### src/rtl/cycle_sequencer_pkg.sv
// Shared types and constants for the instruction-cycle sequencer.
// Cycle names match the classic 8-cycle A1..X3 layout.
package cycle_pkg;

  typedef enum logic [1:0] {
    WAIT_RST = 2'd0,
    RUN      = 2'd1,
    PARK     = 2'd2
  } seq_state_e;

  localparam int A1 = 0;
  localparam int A2 = 1;
  localparam int A3 = 2;
  localparam int A4 = 3;
  localparam int A5 = 4;
  localparam int X1 = 5;
  localparam int X2 = 6;
  localparam int X3 = 7;

  // Width of the cycle index; never narrower than one bit.
  function automatic int cycle_width(input int cycles);
    return (cycles > 2) ? $clog2(cycles) : 1;
  endfunction

  // Bit position in the one-hot phase vector that marks the last cycle.
  function automatic int last_phase_bit(input int cycles);
    return cycles - 1;
  endfunction

endpackage

### src/rtl/cycle_sequencer_reset_sync.sv
// Two-flop reset synchroniser: asserts asynchronously, releases on the
// second clock edge after rstN goes high.
module reset_sync (
  input  logic toggleClk,
  input  logic rstN,
  output logic rstSyncN
);

  logic s1;

  always_ff @(posedge toggleClk or negedge rstN) begin
    if (!rstN) begin
      s1       <= 1'b0;
      rstSyncN <= 1'b0;
    end else begin
      s1       <= 1'b1;
      rstSyncN <= s1;
    end
  end

endmodule

### src/rtl/cycle_sequencer.sv
// Instruction-cycle sequencer: cycle index, one-hot phase, sync/instrDone,
// hold, single-step parking and a retired-instruction counter.
module cycle_sequencer
  import cycle_pkg::*;
#(
  parameter  int CYCLES = 8,
  parameter  int CNT_W  = 16,
  localparam int CW     = cycle_width(CYCLES)
) (
  input  logic              toggleClk,
  input  logic              rstN,
  input  logic              runMode,
  input  logic              stepReq,
  input  logic              hold,
  output logic              rstSyncN,
  output logic [CW-1:0]     cycle,
  output logic [CYCLES-1:0] phase,
  output logic              sync,
  output logic              instrDone,
  output logic              parked,
  output logic [CNT_W-1:0]  instrCount
);

  localparam logic [CW-1:0]     LAST    = CW'(CYCLES - 1);
  localparam logic [CYCLES-1:0] PH_ONE  = CYCLES'(1);

  seq_state_e state;
  logic       stepPrev;
  logic       pending;
  logic       stepRise;
  logic       advance;
  logic       atLast;
  logic       consume;

  reset_sync u_reset_sync (
    .toggleClk (toggleClk),
    .rstN      (rstN),
    .rstSyncN  (rstSyncN)
  );

  assign stepRise  = stepReq & ~stepPrev;
  assign advance   = (state == RUN) & ~hold;
  assign atLast    = (cycle == LAST);
  assign sync      = atLast & ~hold;
  assign instrDone = sync & advance;
  assign parked    = (state == PARK);
  assign phase     = PH_ONE << cycle;

  // A pending step is used either to leave PARK or to chain straight into
  // the next instruction at a step-mode boundary.
  always_comb begin
    consume = 1'b0;
    if (state == PARK && !hold && (pending || runMode))
      consume = pending;
    else if (advance && atLast && !runMode)
      consume = pending;
  end

  always_ff @(posedge toggleClk or negedge rstN) begin
    if (!rstN) begin
      state      <= WAIT_RST;
      cycle      <= CW'(A1);
      instrCount <= '0;
      pending    <= 1'b0;
      stepPrev   <= 1'b0;
    end else begin
      stepPrev <= stepReq;
      if (consume)
        pending <= 1'b0;
      else if (stepRise)
        pending <= 1'b1;

      unique case (state)
        WAIT_RST: begin
          if (rstSyncN)
            state <= runMode ? RUN : PARK;
        end
        RUN: begin
          if (!hold) begin
            if (atLast) begin
              cycle      <= '0;
              instrCount <= instrCount + CNT_W'(1);
              if (!runMode && !pending)
                state <= PARK;
            end else begin
              cycle <= cycle + CW'(1);
            end
          end
        end
        PARK: begin
          if (!hold && (pending || runMode))
            state <= RUN;
        end
        default: state <= WAIT_RST;
      endcase
    end
  end

endmodule
### config.mk
export PLATFORM = sky130hd
export DESIGN_NAME = cycle_sequencer
export DESIGN_NICKNAME = d
export VERILOG_FILES = /design/src/rtl/cycle_sequencer_pkg.sv /design/src/rtl/cycle_sequencer_reset_sync.sv /design/src/rtl/cycle_sequencer.sv
export SDC_FILE = /design/constraint.sdc
export NUM_CORES = 1
export LEC_CHECK = 0
export ABC_AREA = 0
export CAP_MARGIN = 20
export CELL_PAD_IN_SITES_DETAIL_PLACEMENT = 1
export CELL_PAD_IN_SITES_GLOBAL_PLACEMENT = 2
export CORE_AREA = 8 8 72 74
export DETAILED_ROUTE_END_ITERATION = 6
export DIE_AREA = 0 0 80 82
export GPL_TIMING_DRIVEN = 1
export HOLD_SLACK_MARGIN = 0.12
export PLACE_DENSITY_LB_ADDON = 0.1
export SLEW_MARGIN = 20
export SYNTH_ARGS = -nofsm -noshare
export SYNTH_HDL_FRONTEND = slang
export SYNTH_HIERARCHICAL = 1
export SYNTH_SLANG_ARGS = --single-unit
### constraint.sdc
create_clock -name toggleClk -period 4.52 [get_ports toggleClk]
set_input_delay 0.904 -clock toggleClk [delete_from_list [all_inputs] [get_ports toggleClk]]
set_output_delay 0.904 -clock toggleClk [all_outputs]
set_load 0.02 [all_outputs]
---- Word-level counts from Yosys, hierarchy flattened ----
Index checks and enable logic that the tools add are counted.
W data, S select, Z words.
operators by class
  $add $sub $neg .......................... 2
  eq/ne operators ......................... 8
  shift-type cells ........................ 1
  muxes and demuxes ....................... 12
  bitwise logic cells ..................... 6
  reduce and logical (&&, ||, !) cells .... 15
operators with widths
  kind                     count
  $add A16 B1 Y16 const B  1
  $mux W2                  6
  $shl A1 B3 Y8 const A    1
  $logic_and A1 B1 Y1      6
  $ne A2 B1 Y1 const B     3
  $pmux W2 S3              1
  $reduce_and A5 Y1        1
  $and A1 B1 Y1            4
  $mux W1                  4
  $ne A2 B2 Y1 const B     2
  $add A3 B1 Y3 const B    1
  $eq A3 B3 Y1 const B     1
  $logic_not A1 Y1         3
  $mux W3                  1
  $reduce_and A3 Y1        1
  $eq A2 B1 Y1 const B     1
  $eq A2 B2 Y1 const B     1
  $logic_not A2 Y1         1
  $not A1 Y1               2
  $reduce_and A2 Y1        1
  $reduce_bool A2 Y1       1
  $logic_or A1 B1 Y1       1
storage, ports and cells
  register bits after elaboration ......... 25
  input bits .............................. 5
  output and inout bits ................... 31
  word-level logic and storage cells ...... 51

---- Depth between registers and ports, before layout ----
Gate-level depths: netlist (run 1).
  depth in word-level cells ............... 7
  depth in mapped cells ................... 7
  gate-level depth less buffers ........... 6

---- Cells and area by module ----
The synthesis (run 1) kept the hierarchy.
by module, submodules not included
  module           instances  cells an instance  area each (um^2)  sequential area each (um^2)
  cycle_sequencer  1          104                1159.9            575.6
  reset_sync       1          3                  53.8              50.0

---- Worst setup path after synthesis (run 1) ----
No wires, ideal clock.
  path type ............................... reg2out
  start ................................... reg cycle[0]
  end ..................................... out instrDone
  arrival ................................. 2.017 ns
  data required time ...................... 3.616 ns
  path slack .............................. 1.599 ns
  cell stages (with the launch flop) ...... 6
  cells stage by stage .................... dfrtp_1 ha_1 ha_1 nor2b_1 and3b_1 clkbuf_1
on the way
  cells in the longest elaborated chain, start to end .. 3
RTL lines
  what                    RTL line               text
  start, declared         cycle_sequencer.sv:16  output logic [CW-1:0] cycle,
  start signal, assigned  cycle_sequencer.sv:62  cycle <= CW'(A1);
  start signal, assigned  cycle_sequencer.sv:86  cycle <= cycle + CW'(1);
  $eq A3 B3 Y1            cycle_sequencer.sv:43  assign atLast = (cycle == LAST);
  $and A1 B1 Y1           cycle_sequencer.sv:44  assign sync = atLast & ~hold;
  named net sync          cycle_sequencer.sv:18  output logic sync,
  $and A1 B1 Y1           cycle_sequencer.sv:45  assign instrDone = sync & advance;
  end, declared           cycle_sequencer.sv:19  output logic instrDone,
The timed path passes the listed nets, and every way through them passes these cells.

---- Final worst setup path (run 1) ----
  start ................................... in hold
  end ..................................... out instrDone
on the way
  cells in the longest elaborated chain, start to end .. 3
  elaborated cells on any way between the ends .. 4
RTL lines
  what                                     RTL line                                      text
  start, declared                          cycle_sequencer.sv:14                         input logic hold,
  $not A1 Y1 (no source line) (*)          -
  $and A1 B1 Y1, on equally long branches  cycle_sequencer.sv:44, cycle_sequencer.sv:42
  $and A1 B1 Y1 (*)                        cycle_sequencer.sv:45
Every way passes the cells marked *; elsewhere a longest branch is shown, timed or not.

==> results of run 1 <==
## power by group through the flow
stage	sequential, mW	clock (mW)	combinational (mW)
2_1_floorplan	0.323	0	0.139
3_3_place_gp	0.304	0	0.291
3_5_place_dp	0.307	0	0.301
4_1_cts	0.303	0.141	0.301
5_1_grt	0.309	0.145	0.322
6_report	0.301	0.132	0.293
## kinds of logic after synthesis
kind of cell / after synthesis / share of synthesized area (%)
flops: 25 / 51.55
mux: 2 / 1.856
xor+xnor: 15 / 10.83
fa+ha+maj: 7 / 7.216
buf+inv: 7 / 2.783
simple gates: 40 / 20.52
compound gates: 10 / 4.949
other cells: 1 / 0.3090
## layer usage
layer  up-vias  share of wire (%)  GRT usage, %
met5         -                  0             0
met4         0               0.97         3.818
met3         2                3.8         1.969
met2        13                 53         15.84
met1       447                 42         10.25
li1        433                  -             -
## cells in the mapped netlist
| library cell | n |
|---|---|
| xnor2_1 | 12 |
| and4_1 | 2 |
| nor2_4 | 1 |
| mux2_1 | 2 |
| and3_1 | 3 |
| and2_1 | 5 |
| inv_1 | 5 |
| ha_1 | 7 |
| nor3_4 | 1 |
| buf_6 | 1 |
| nand2b_1 | 1 |
| and2b_1 | 1 |
| and3b_1 | 1 |
| nand4_1 | 4 |
| o21ai_0 | 7 |
| nor4bb_1 | 1 |
| nor2b_1 | 4 |
| conb_1 | 1 |
| dfrtp_1 | 25 |
| nand2_1 | 7 |
| clkbuf_1 | 1 |
| nand3_1 | 4 |
| a211o_1 | 1 |
| o31a_1 | 1 |
| nor2_1 | 3 |
| a21o_1 | 1 |
| or3b_1 | 1 |
| xor2_1 | 3 |
| nor3_1 | 1 |
## area by class of cell
cell class / instances / area [um^2]
Clock inverter: 1 / 7.507
Fill cell: 478 / 2474
Clock buffer: 3 / 41.29
Timing Repair Buffer: 36 / 357.8
Multi-Input combinational cell: 75 / 554.3
Inverter: 5 / 18.77
Tap cell: 52 / 65.06
Sequential cell: 25 / 625.6
## sequential cells by signal (all words and copies together), names as in the netlist
register               flops
cycle                      3
instrCount                16
pending                    1
state                      2
stepPrev                   1
u_reset_sync/rstSyncN      1
u_reset_sync/s1            1
## critical path, cell delays in order
cell and delay, ns:
clkdlybuf4s50_1 0.47, nor2b_1 0.22, and3b_1 0.33, clkdlybuf4s50_1 0.66
## stage by stage
| step | std cells | worst slack, ns | instance area (um^2) | util [%] | hold slack (ns) |
|---|---|---|---|---|---|
| after CTS | 197 | 1.035 | 1670 | 40.31 | 0.3616 |
| after global routing | 197 | 0.9021 | 1670 | 40.31 | 0.3648 |
| final | 197 | 1.032 | 1670 | 40.31 | 0.3567 |
| after global placement | 193 | 1.088 | 1622 | 39.13 | 0.3344 |
| after detailed placement | 193 | 1.047 | 1622 | 39.13 | 0.3387 |
| after floorplan | 107 | 1.599 | 1214 | - | 0.3312 |
## worst max-delay path by stage
stage          slack [ns]   endpoint  startpoint
6_report             1.03  instrDone        hold
5_1_grt              0.90  instrDone        hold
4_1_cts              1.04  instrDone        hold
3_5_place_dp         1.05  instrDone        hold
3_3_place_gp         1.09  instrDone        hold
2_1_floorplan        1.60  instrDone    cycle[0]
==> results.py, run 1 <==
metrics = {
    "sta": {
        "tns_ns": 0,
        "skew_ns": 0.006730,
        "grt_setup_unrepaired": "no",
        "fin_crit_sh_pct": 77.18,
        "timing.fmax_mhz": 286.7,
        "hold_viol": 0,
        "drv_slew": 0,
        "period_minus_slack_ns": 3.488,
        "setup_viol": 0,
    },
    "flow_run": {
        "cap_violations": 0,
    },
    "routing": {
        "wl_per_cell_um": 14.09,
        "routed_wl_um": 2776,
        "vias": 895,
        "vias_per_cell": 4.543,
        "dr.pass1.iters": 4,
        "ant_nets": 0,
        "drc": 0,
        "drtIter0Drc": 13,
    },
    "grt": {
        "grt_pass1_vias": 968,
        "overflow": 0,
        "antenna_found_initial": 0,
        "grt_max_degree": 26,
        "grt_pass1_wl_um": 4705,
        "grt_util_all_layers_pct": 8.989,
    },
    "min_path": {
        "hold_class": "flop to flop",
        "holdPathEnd": "u_reset_sync/rstSyncN",
        "hold_start": "u_reset_sync/s1",
        "whs_path_depth": 0,
    },
    "logic_synthesis": {
        "yosys-top-cells-area": "dfrtp_1 52%, xnor2_1 8.7%, ha_1 7.2%",
        "synth_top_area_cell": "dfrtp_1",
        "ys_seq_area_share_pct": 51.55,
        "synth_warnings": 6,
        "syn-cell-area_um2": 1214,
        "synth_top_area_share_pct": 51.55,
        "synth_area_per_cell_um2": 11.34,
        "ys_seq_elements": 25,
        "synthDistinctLibCells": 29,
        "synthCells": 107,
        "syn_nets": 119,
    },
    "clock_tree": {
        "htree_levels": 1,
        "cts_tree": "built",
        "cts_buffer_depth": 2,
        "ctsHoldBuffers": 0,
        "path_clk_slew_ns": 0.09,
        "cts-root-buf": "clkbuf_8",
        "clock-sinks": 25,
        "cts_made_buffers": 3,
        "clk_latency_ns": 0.27,
        "postCtsSetupBuffers": 0,
        "ctsResizeCount": 0,
    },
    "finish": {
        "synthToLayoutAreaGrowth_pct": 37.63,
        "final_common_cell": "clkdlybuf4s50_1",
        "final_cell_mix": "35 x clkdlybuf4s50_1, 25 x dfrtp_1, 12 x xnor2_1",
        "diodes": 0,
        "nNetsFinal": 158,
        "drive_above_1_share_pct": 4.828,
    },
    "status": {
        "status": "finished, final reports clean",
    },
    "placed_design": {
        "dp.final_hpwl_um": 2196,
        "portBuffers": 35,
        "place_congestion": 0.7344,
    },
    "worst_setup_path": {
        "worstSetupStartpointType": "input port",
        "r2r-start": "cycle[0]",
        "reg2reg_to": "instrCount[1]",
        "critPathKind": "input port to primary output",
        "worstPathMaxFanout": 5,
        "cp.required_ns": 3.62,
        "worst_r2r_path_depth": 5,
        "reg2reg_slack_ns": 2.57,
        "worstPathArrival_ns": 2.58,
        "endpoint_kind": "primary output",
    },
    "pwr": {
        "combPwrFrac_pct": 40.3,
        "seqPwrFrac_pct": 41.5,
        "p_sw_uw": 263.3,
        "switching_share_pct": 36.30,
        "p_leak_nw": 0.7242,
        "ir_drop_mv": 0.1628,
        "power.share.clock_pct": 18.2,
        "p_total_uw": 725.5,
        "power_density_nw_per_um2": 434.3,
        "internal_power_uw": 462.1,
    },
    "die": {
        "die_h_um": 82,
        "die_area_um2": 6560,
        "initial_core_util_pct": 29.29,
        "core_um2": 4144,
        "std_cell_rows": 24,
        "die_w_um": 80,
        "ios": 36,
    },
}
Note: power is estimated with default switching activity, not from simulation.
==> run 2: changes to the inputs <==
Settings changed: CORE_AREA 8 8 72 74 to 8 8 74 76, DIE_AREA 0 0 80 82 to 0 0 82 84.
Clock period 4.52 ns to 3.3 ns, I/O delays scaled along.
==> results.py, run 2 (same netlist as run 1, synthesis figures left out) <==
metrics = {
    "status": {
        "status": "finished, final reports clean",
    },
    "sta": {
        "timing.fmax_mhz": 326.0,
        "hold_viol": 0,
        "grt_setup_unrepaired": "no",
        "tns_ns": 0,
        "setup_viol": 0,
        "drv_slew": 0,
        "period_minus_slack_ns": 3.068,
        "layout_setup_ws_ns": 0.2324,
        "fin_crit_sh_pct": 92.96,
        "skew_ns": 0.003325,
        "holdWs_ns": 0.3538,
    },
    "worst_setup_path": {
        "worstPathArrival_ns": 2.41,
        "worstPathMaxFanout": 6,
        "cp.required_ns": 2.64,
        "path_buf_inv": 1,
        "critPathMaxStageDelay_ns": 0.66,
        "cp_top_family": "buffers and inverters",
        "critical-path-slowest-cell": "clkdlybuf4s50_1",
        "endpoint_kind": "primary output",
        "critPathKind": "flop to primary output",
        "cp_cell_sequence": "ha_1 -> ha_1 -> nor2b_1 -> and3b_1 -> clkdlybuf4s50_1",
        "worstSetupStartpointType": "flop",
        "cp_common_cell": "ha_1",
    },
    "clock_tree": {
        "ctsHoldBuffers": 0,
        "clk_latency_ns": 0.27,
        "htree_levels": 1,
        "clock-sinks": 25,
        "cts_buffer_depth": 2,
        "cts_made_buffers": 3,
        "ctsResizeCount": 0,
        "path_clk_slew_ns": 0.08,
        "cts-root-buf": "clkbuf_8",
        "postCtsSetupBuffers": 0,
        "cts_tree": "built",
    },
    "finish": {
        "largest_register": "instrCount",
        "drive_above_1_share_pct": 4.138,
        "synthToLayoutAreaGrowth_pct": 37.32,
        "post-route-util_pct": 39.08,
        "fillers": 469,
        "final_common_cell": "clkdlybuf4s50_1",
        "largest_register_ffs": 16,
        "nNetsFinal": 158,
        "reg_top3": "instrCount (16), cycle (3), state (2)",
        "final_cell_mix": "35 x clkdlybuf4s50_1, 25 x dfrtp_1, 12 x xnor2_1",
        "diodes": 0,
        "stdcell_area_um2": 1667,
    },
    "grt": {
        "overflow": 0,
        "grt_util_all_layers_pct": 8.760,
        "grt_pass1_vias": 961,
        "antenna_found_initial": 0,
        "grt_max_degree": 26,
        "grt_pass1_wl_um": 4802,
    },
    "routing": {
        "vias_per_cell": 4.599,
        "drc": 0,
        "ant_nets": 0,
        "vias": 906,
        "wl_per_cell_um": 14.23,
        "dr.pass1.iters": 2,
        "drtIter0Drc": 13,
        "routed_wl_um": 2804,
    },
    "die": {
        "initial_core_util_pct": 28.46,
        "die_w_um": 82,
        "die_area_um2": 6888,
        "std_cell_rows": 24,
        "core_um2": 4264,
        "die_h_um": 84,
        "ios": 36,
    },
    "pwr": {
        "ir_drop_mv": 0.1796,
        "power_density_nw_per_um2": 595.5,
        "p_leak_nw": 0.7252,
    },
    "placed_design": {
        "dp.final_hpwl_um": 2137,
        "place_congestion": 0.7756,
        "portBuffers": 35,
        "placed_area_um2": 1622,
        "place_ws_ns": 0.3305,
    },
    "flow_run": {
        "cap_violations": 0,
    },
    "min_path": {
        "hold_class": "flop to flop",
    },
}
-- run 2: cell types whose count changed in the layout (fill, tap and decap cells not counted) --
cell	previous run	this run
clkbuf_1	0	1
clkinvlp_4	1	0
-- run 2: where the power goes --
part           total, mW  switching (mW)  internal (mW)
logic              0.401           0.204          0.197
clock network      0.181          0.0951         0.0864
registers          0.410          0.0593          0.351
-- run 2: worst register-to-register path, cell delays in order (launching register included) --
cell     delay (ns)
dfrtp_1        0.44
ha_1           0.20
ha_1           0.28
nor2b_1        0.24
and3b_1        0.32
mux2_1         0.35
-- run 2: routing by layer --
metal	up-vias	wire, um	track usage, %
met1	444	1193	10.89
met4	0	31	3.834
met3	4	326	3.664
li1	433	-	-
met2	25	1252	12.72
met5	-	0	0
-- run 2: worst paths after layout --
check	start	end	slack [ns]	depth (start not counted)
max	cycle[0]	instrDone	0.23	5
min	u_reset_sync/s1	u_reset_sync/rstSyncN	0.35	0
max reg2reg	cycle[0]	instrCount[1]	1.35	5
min reg2reg	u_reset_sync/s1	u_reset_sync/rstSyncN	0.35	0
max in group asynchronous	rstN	pending	2.30	2
min in group asynchronous	rstN	u_reset_sync/rstSyncN	0.75	2
-- run 2: stage by stage --
| step | std cells | power, mW |
|---|---|---|
| 6_report | 197 | 0.9924 |
| 5_1_grt | 197 | 1.071 |
| 4_1_cts | 197 | 1.018 |
| 3_5_place_dp | 193 | 0.8283 |
| 3_3_place_gp | 193 | 0.8159 |
| 2_1_floorplan | 107 | 0.6335 |
-- run 2: layout make-up --
cell class / count / area (um^2) / area share (%)
repair buffers: 36 / 357.8 / 21.47
flip-flops and latches: 25 / 625.6 / 37.54
well taps: 52 / 65.06 / 3.904
multi-input cells: 75 / 554.3 / 33.26
inverters: 5 / 18.77 / 1.126
clock buffers: 4 / 45.04 / 2.703
==> run 3: changes to the inputs <==
Clock period 3.3 ns to 3.45 ns, I/O delays scaled along.
==> results.py, run 3 (same netlist as run 1, synthesis figures left out) <==
metrics = {
    "status": {
        "status": "finished, final reports clean",
    },
    "clock_tree": {
        "cts_buffer_depth": 2,
        "postCtsSetupBuffers": 0,
        "path_clk_slew_ns": 0.08,
        "ctsHoldBuffers": 0,
        "cts-root-buf": "clkbuf_8",
        "clock-sinks": 25,
        "ctsResizeCount": 0,
        "cts_made_buffers": 3,
        "clk_latency_ns": 0.26,
        "htree_levels": 1,
        "cts_tree": "built",
    },
    "worst_setup_path": {
        "reg2reg_slack_ns": 1.53,
        "worstSetupStartpointType": "flop",
        "cp_top_family": "buffers and inverters",
        "worstPathArrival_ns": 2.38,
        "critical-path-slowest-cell": "clkdlybuf4s50_1",
        "worstPathMaxFanout": 6,
        "critPathMaxStageDelay_ns": 0.65,
        "worst_r2r_path_depth": 5,
        "cp_cell_sequence": "ha_1 -> ha_1 -> nor2b_1 -> and3b_1 -> clkdlybuf4s50_1",
        "cp_common_cell": "ha_1",
        "endpoint_kind": "primary output",
        "cp.required_ns": 2.76,
        "path_buf_inv": 1,
        "critPathKind": "flop to primary output",
        "r2r-start": "cycle[0]",
        "reg2reg_to": "instrCount[1]",
    },
    "pwr": {
        "ir_drop_mv": 0.1414,
        "p_total_uw": 945.3,
        "power_density_nw_per_um2": 567.2,
        "p_leak_nw": 0.7252,
    },
    "routing": {
        "dr.pass1.iters": 2,
        "vias": 917,
        "ant_nets": 0,
        "drc": 0,
        "drtIter0Drc": 12,
        "vias_per_cell": 4.655,
        "wl_per_cell_um": 14.28,
        "routed_wl_um": 2813,
    },
    "sta": {
        "drv_slew": 0,
        "grt_setup_unrepaired": "no",
        "tns_ns": 0,
        "period_minus_slack_ns": 3.068,
        "skew_ns": 0.002103,
        "holdWs_ns": 0.3584,
        "timing.fmax_mhz": 325.9,
        "fin_crit_sh_pct": 88.93,
        "hold_viol": 0,
        "setup_viol": 0,
    },
    "min_path": {
        "hold_class": "flop to flop",
        "holdPathEnd": "u_reset_sync/rstSyncN",
        "whs_path_depth": 0,
        "hold_start": "u_reset_sync/s1",
    },
    "finish": {
        "largest_register_ffs": 16,
        "diodes": 0,
        "reg_top3": "instrCount (16), cycle (3), state (2)",
        "nNetsFinal": 158,
        "final_common_cell": "clkdlybuf4s50_1",
        "post-route-util_pct": 39.08,
        "synthToLayoutAreaGrowth_pct": 37.32,
        "largest_register": "instrCount",
        "final_cell_mix": "35 x clkdlybuf4s50_1, 25 x dfrtp_1, 12 x xnor2_1",
        "drive_above_1_share_pct": 4.138,
    },
    "placed_design": {
        "dp.final_hpwl_um": 2200,
        "place_congestion": 0.7344,
        "portBuffers": 35,
    },
    "die": {
        "core_um2": 4264,
        "std_cell_rows": 24,
        "die_h_um": 84,
        "initial_core_util_pct": 28.46,
        "die_area_um2": 6888,
        "ios": 36,
        "die_w_um": 82,
    },
    "grt": {
        "grt_pass1_vias": 1005,
        "grt_pass1_wl_um": 4850,
        "grt_util_all_layers_pct": 8.825,
        "grt_max_degree": 26,
        "overflow": 0,
        "antenna_found_initial": 0,
    },
    "flow_run": {
        "cap_violations": 0,
    },
}
-- run 3: cell counts in the layout (fill, tap and decap cells not counted) --
Identical to the previous run, type by type.
-- run 3: worst max path at each step --
| stage | endpoint | cells past startpoint | startpoint |
|---|---|---|---|
| floorplan | instrDone | 5 | cycle[0] |
| CTS | instrDone | 5 | cycle[0] |
| finish | instrDone | 5 | cycle[0] |
| global route | instrDone | 5 | cycle[0] |
| global placement | instrDone | 4 | hold |
| detailed placement | instrDone | 4 | hold |
-- run 3: report_power, final --
group / internal (mW) / switching [mW] / leakage (nW)
registers: 0.336 / 0.0571 / 0.321
clock network: 0.0825 / 0.0893 / 0.0228
logic: 0.188 / 0.193 / 0.382
-- run 3: layout make-up --
| cell class | count | area (um^2) |
|---|---|---|
| Sequential cell | 25 | 625.6 |
| Tap cell | 52 | 65.06 |
| Inverter | 5 | 18.77 |
| Multi-Input combinational cell | 75 | 554.3 |
| Timing Repair Buffer | 36 | 357.8 |
| Fill cell | 476 | 2597 |
| Clock buffer | 4 | 45.04 |
-- run 3: per-stage QoR --
stage	cell area [um^2]	worst slack [ns]	std cells
final	1667	0.3820	197
after global routing	1667	0.1686	197
after CTS	1667	0.3256	197
after detailed placement	1622	0.3811	193
after global placement	1622	0.4561	193
after floorplan	1214	0.7433	107
-- run 3: layer usage --
| metal | global-route usage [%] | up-vias | part of all wire [%] |
|---|---|---|---|
| met1 | 11.08 | 457 | 44 |
| met2 | 13.22 | 25 | 45 |
| met5 | 0 | - | 0 |
| li1 | - | 433 | - |
| met4 | 2.396 | 0 | 0.75 |
| met3 | 3.879 | 2 | 11 |
